`config.mk`:
```
export PLATFORM = sky130hd
export DESIGN_NAME = bcd_seg_scanner
export DESIGN_NICKNAME = d
export VERILOG_FILES = /design/src/rtl/seg_pkg.sv /design/src/rtl/bcd_to_seg.sv /design/src/rtl/bcd_seg_scanner.sv
export SDC_FILE = /design/constraint.sdc
export NUM_CORES = 1
export LEC_CHECK = 0
export BUFFER_PORTS_ARGS = -buffer_cell sky130_fd_sc_hd__buf_2
export CORE_ASPECT_RATIO = 0.6
export CORE_MARGIN = 5
export CORE_UTILIZATION = 42
export DETAILED_ROUTE_END_ITERATION = 6
export GPL_TIMING_DRIVEN = 0
export PLACE_DENSITY = 0.69
export SKIP_LAST_GASP = 1
export SYNTH_ARGS = -nofsm -noshare
export SYNTH_HDL_FRONTEND = slang
export SYNTH_HIERARCHICAL = 1
export SYNTH_SLANG_ARGS = --single-unit
```
`constraint.sdc`:
```
create_clock -name clk -period 3.25 [get_ports clk]
set_clock_uncertainty 0.05 [all_clocks]
set_input_delay 0.65 -clock clk [delete_from_list [all_inputs] [get_ports clk]]
set_output_delay 0.65 -clock clk [all_outputs]
set_load 0.02 [all_outputs]
```
`src/rtl/seg_pkg.sv`:
```
// seg_pkg: shared BCD width, 7-segment patterns {g,f,e,d,c,b,a} and scanner FSM states.
package seg_pkg;
    localparam int BCD_W = 4;
    localparam logic [6:0] SEG_0    = 7'h3F;
    localparam logic [6:0] SEG_1    = 7'h06;
    localparam logic [6:0] SEG_2    = 7'h5B;
    localparam logic [6:0] SEG_3    = 7'h4F;
    localparam logic [6:0] SEG_4    = 7'h66;
    localparam logic [6:0] SEG_5    = 7'h6D;
    localparam logic [6:0] SEG_6    = 7'h7D;
    localparam logic [6:0] SEG_7    = 7'h07;
    localparam logic [6:0] SEG_8    = 7'h7F;
    localparam logic [6:0] SEG_9    = 7'h6F;
    localparam logic [6:0] SEG_DASH = 7'h40;
    localparam logic [6:0] SEG_OFF  = 7'h00;
    typedef enum logic {IDLE, SCAN} state_t;
endpackage

```
`src/rtl/bcd_to_seg.sv`:
```
// bcd_to_seg: combinational BCD digit to 7-segment decode; codes 10..15 show a dash.
module bcd_to_seg
    import seg_pkg::*;
(
    input  logic [BCD_W-1:0] i_bcd,
    output logic [6:0]       o_seg
);
    always_comb begin
        case (i_bcd)
            4'd0:    o_seg = SEG_0;
            4'd1:    o_seg = SEG_1;
            4'd2:    o_seg = SEG_2;
            4'd3:    o_seg = SEG_3;
            4'd4:    o_seg = SEG_4;
            4'd5:    o_seg = SEG_5;
            4'd6:    o_seg = SEG_6;
            4'd7:    o_seg = SEG_7;
            4'd8:    o_seg = SEG_8;
            4'd9:    o_seg = SEG_9;
            default: o_seg = SEG_DASH;
        endcase
    end
endmodule

```
`src/rtl/bcd_seg_scanner.sv`:
```
// bcd_seg_scanner: snapshots a packed BCD value and scans it one-hot onto a shared 7-segment bus.
// Define LEAD_ZERO_BLANK_EN to blank leading zero digits (digit 0 is always shown).
module bcd_seg_scanner
    import seg_pkg::*;
#(
    parameter int NUM_DIGITS = 4,
    parameter int PRESCALE   = 1000
) (
    input  logic                        clk,
    input  logic                        rst,
    input  logic [BCD_W*NUM_DIGITS-1:0] bcd_in,
    input  logic                        load,
    output logic [6:0]                  seg,
    output logic [NUM_DIGITS-1:0]       an,
    output logic                        frame_done
);
    localparam int IW = $clog2(NUM_DIGITS);
    localparam int PW = $clog2(PRESCALE);
    state_t                      r_state;
    logic [BCD_W*NUM_DIGITS-1:0] r_snap;
    logic [PW-1:0]               r_pre;
    logic [IW-1:0]               r_idx;
    logic                        w_tick;
    logic [IW-1:0]               w_nidx;
    logic [IW-1:0]               w_sel;
    logic [BCD_W*NUM_DIGITS-1:0] w_src;
    logic [BCD_W-1:0]            w_digit;
    logic [6:0]                  w_dec;
    logic [6:0]                  w_seg;

    assign w_tick  = (r_state == SCAN) && (r_pre == PW'(PRESCALE - 1));
    assign w_nidx  = (r_idx == IW'(NUM_DIGITS - 1)) ? '0 : r_idx + 1'b1;
    // The very first digit after a load from IDLE is always digit 0.
    assign w_sel   = (r_state == IDLE) ? '0 : w_nidx;
    assign w_src   = load ? bcd_in : r_snap;
    assign w_digit = w_src[w_sel*BCD_W +: BCD_W];

    bcd_to_seg u_dec (.i_bcd(w_digit), .o_seg(w_dec));

`ifdef LEAD_ZERO_BLANK_EN
    logic w_blank;
    always_comb begin
        w_blank = (w_sel != '0);
        for (int k = 0; k < NUM_DIGITS; k++)
            if (k >= int'(w_sel) && w_src[k*BCD_W +: BCD_W] != '0) w_blank = 1'b0;
    end
    assign w_seg = w_blank ? SEG_OFF : w_dec;
`else
    assign w_seg = w_dec;
`endif

    always_ff @(posedge clk) begin
        if (!rst) begin
            r_state    <= IDLE;
            r_snap     <= '0;
            r_pre      <= '0;
            r_idx      <= '0;
            seg        <= SEG_OFF;
            an         <= '0;
            frame_done <= 1'b0;
        end else begin
            frame_done <= 1'b0;
            if (r_state == IDLE) begin
                if (load) begin
                    r_state <= SCAN;
                    r_snap  <= bcd_in;
                    r_idx   <= '0;
                    r_pre   <= '0;
                    an      <= NUM_DIGITS'(1);
                    seg     <= w_seg;
                end
            end else begin
                if (load) r_snap <= bcd_in;
                r_pre <= w_tick ? '0 : r_pre + 1'b1;
                if (w_tick) begin
                    r_idx      <= w_nidx;
                    an         <= NUM_DIGITS'(1) << w_nidx;
                    seg        <= w_seg;
                    frame_done <= (w_nidx == '0);
                end
            end
        end
    end
endmodule

```
==> results.cfg <==
[status]
outcome = finished, final reports clean

[grt]
grt_antenna_before_repair = 0
grt_pass1_vias = 1744
overflow = 0
grt_util_all_layers_pct = 14.77
grt_max_degree = 12
grt_pass1_wl_um = 8155

[logic_synthesis]
yosysTopAreaCell = dfxtp_1
ys_ff_latch = 41
synth.area.mux_share_pct = 17.60
synth_commonest_cells = dfxtp_1 (41), nor2b_1 (21), nand3_1 (20), nand2_1 (17), mux2i_1 (16)
post-synth-top-count-cell = dfxtp_1
synthAdderAreaFrac_pct = 6.108
avgSynthCellArea_um2 = 9.927
seq_area_frac_synth_pct = 36.42
synthDistinctLibCells = 50
synth.top_cell.area_share_pct = 36.42
synth_nets = 257
synth_xor_area_share_pct = 0
postSynth.asyncResetShare_pct = 0
syn_inst = 227
netlist_area_um2 = 2253
synth_edf_count = 0
yosys_warnings = 6
synthTopCellsByArea = dfxtp_1 (36%), mux4_2 (8.0%), mux2i_1 (7.1%)
synth_top_family_by_area = simple AND/OR/NAND/NOR gates
yosys.area_share.simple_pct = 22.32
synth_ff_type = dfxtp_1
synth-compound-area-share_pct = 11.94

[clocking]
path_clk_slew_ns = 0.07
cts_buffer_depth = 2
postCtsSetupRepairBufs = 0
cts.sinks = 41
cts_tree = done
h-tree-depth = 2
numCtsBuffers = 5
cts-root-buf = clkbuf_8
worst_skew_pair.late_latency_ns = 0.29
ctsResizeCount = 0
postCtsHoldBufs = 0

[power_and_ir_drop]
seqPwrFrac_pct = 50.8
comb_power_share_pct = 19.8
clock_power_share_pct = 29.4
intPower_w = 0.0007667
ir_drop_mv = 0.2019
leakage_nw = 1.089
power_density_nw_per_um2 = 416.7
p_sw_w = 0.0002959
sw_frac_of_total_pct = 27.85

[timing]
maxSlewHeadroom_pct = 47.77
fin_crit_ns = 2.753
finalCritPeriodShare_pct = 84.70
hold_viol = 0
finalSetupViolations = 0
setup_ws_ns = 0.4972
worstMarginPinSlew_ns = 0.7817
fin_setup_tns_ns = 0
maxSlewViolCount = 0
fmax_ghz = 0.3633
rsz0062_at_grt = no

[die]
initial_core_util_pct = 43.93
dieArea_um2 = 6978
ios = 31
dieWidth_um = 104.6
core_area_um2 = 5130
die_h_um = 66.74
fp-row-count = 20

[route]
vias = 1748
wl_um = 4824
drc = 0
vias_per_cell = 5.346
dr.pass1.iters = 4
drt_iter0_markers = 108
routedWlPerCell_um = 14.75
antenna_left = 0

[setup_path]
crit_family = multiplexers
slowest_stage = dfxtp_1
reg2regPathDepth = 10
cp_cell_sequence = inv_1 > ha_1 > nand2_1 > mux4_2 > mux2_2 > inv_1 > ha_1 > o21ai_0 > nand3_1 > nand2_1
worst-path-buf-inv = 2
cp-end-kind = register
crit_start = r_idx[0]$_SDFFE_PN0P_
path_max_fanout = 8
crit_cells = 10
required_ns = 3.44
crit_end = seg[1]$_SDFFE_PN0P_
reg2reg_from = r_idx[0]$_SDFFE_PN0P_
cpPeakStageDelay_ns = 0.42
r2r_end = seg[1]$_SDFFE_PN0P_
path_class = register to register
startpoint_type = register
worst_ep_arrival_time_ns = 2.94
r2r_setup_slack_ns = 0.50

[place]
gp_congestion = 0.7889
place_ws_ns = 0.5118
port_buffers = 28
hpwl_um = 3706

[layout]
post_route_cells_drive_above_1_share_pct = 27.20
diodes = 0
fin_nets = 292
syn_to_final_growth_pct = 13.16

[run]
drv_cap = 0

[worst_hold_path]
worstHoldPathType = register to register
[power groups by stage]
stage               combinational, W  clock [W]  sequential [W]
floorplan                   0.000144          0        0.000562
global placement            0.000207          0        0.000551
detailed placement          0.000210          0        0.000551
CTS                         0.000212   0.000324        0.000540
global route                0.000234   0.000337        0.000543
finish                      0.000211   0.000312        0.000540
[stage by stage]
step / util, % / hold slack [ns] / cell area (um2) / cells / power [W]
after detailed placement: 48.27 / 0.3930 / 2476 / 321 / 0.0007617
after global routing: 49.71 / 0.4293 / 2550 / 327 / 0.001114
after global placement: 48.27 / 0.3883 / 2476 / 321 / 0.0007577
after floorplan: - / 0.3990 / 2253 / 227 / 0.0007054
after CTS: 49.71 / 0.4049 / 2550 / 327 / 0.001075
final: 49.71 / 0.4068 / 2550 / 327 / 0.001063
[kinds of logic (layout without fill, tap and decap cells)]
| logic type | after synthesis | after routing |
|---|---|---|
| AO/OA/AOI/OAI | 36 | 36 |
| adder cells (fa/ha/maj) | 11 | 11 |
| buffers and inverters | 24 | 58 |
| flip-flops | 41 | 41 |
| multiplexers | 29 | 29 |
| AND/OR/NAND/NOR | 86 | 86 |
[cell usage in the layout, fill, tap and decap left out, types with 5 or more instances in the layout]
master    netlist  layout
buf_2           2      30
dfxtp_1        41      41
o21ai_0         5       5
ha_1           11      11
inv_1           9       9
mux2_2          5       5
mux2i_1        16      16
nand2_1        17      17
clkbuf_1        5       5
clkbuf_8        0       5
a21oi_1         5       5
nand3_1        20      20
nor2_1          5       5
mux4_2          8       8
nor2b_1        21      21
[registers in the layout, summed over array words and instances, names as in the netlist]
signal	flops
r_pre	10
r_idx	2
seg	7
r_state	1
an	4
r_snap	16
frame_done	1
[per-layer routing]
| metal | wire length [um] | global-route usage, % | vias to the layer above |
|---|---|---|---|
| li1 | - | - | 879 |
| met5 | 0 | 0 | - |
| met2 | 1847 | 20.58 | 48 |
| met1 | 2618 | 21.49 | 816 |
| met3 | 309 | 4.356 | 5 |
| met4 | 48 | 4.847 | 0 |
[worst min-delay path by stage]
| stage | cells past startpoint | to | start | slack (ns) |
|---|---|---|---|---|
| floorplan | 2 | r_pre[9]$_SDFFE_PN0P_ | r_pre[9]$_SDFFE_PN0P_ | 0.40 |
| global placement | 2 | seg[1]$_SDFFE_PN0P_ | seg[1]$_SDFFE_PN0P_ | 0.39 |
| detailed placement | 2 | seg[5]$_SDFFE_PN0P_ | seg[5]$_SDFFE_PN0P_ | 0.39 |
| CTS | 2 | seg[5]$_SDFFE_PN0P_ | seg[5]$_SDFFE_PN0P_ | 0.40 |
| global route | 2 | seg[3]$_SDFFE_PN0P_ | seg[3]$_SDFFE_PN0P_ | 0.43 |
| finish | 2 | seg[5]$_SDFFE_PN0P_ | seg[5]$_SDFFE_PN0P_ | 0.41 |
[layout make-up]
class | count | area (um2)
fillers | 475 | 2580
multi-input cells | 162 | 1306
clock buffers | 5 | 68.82
flip-flops and latches | 41 | 820.8
repair buffers | 28 | 140.1
well taps | 66 | 82.58
plain buffers | 14 | 88.84
inverters | 10 | 37.54
clock inverters | 1 | 5.005
[worst reg2reg max path: stages, from the launching register on]
cell     delay, ns
dfxtp_1       0.42
inv_1         0.09
ha_1          0.32
nand2_1       0.32
mux4_2        0.38
mux2_2        0.38
inv_1         0.13
ha_1          0.26
o21ai_0       0.18
nand3_1       0.09
nand2_1       0.08
(Power assumes the default switching activity.)
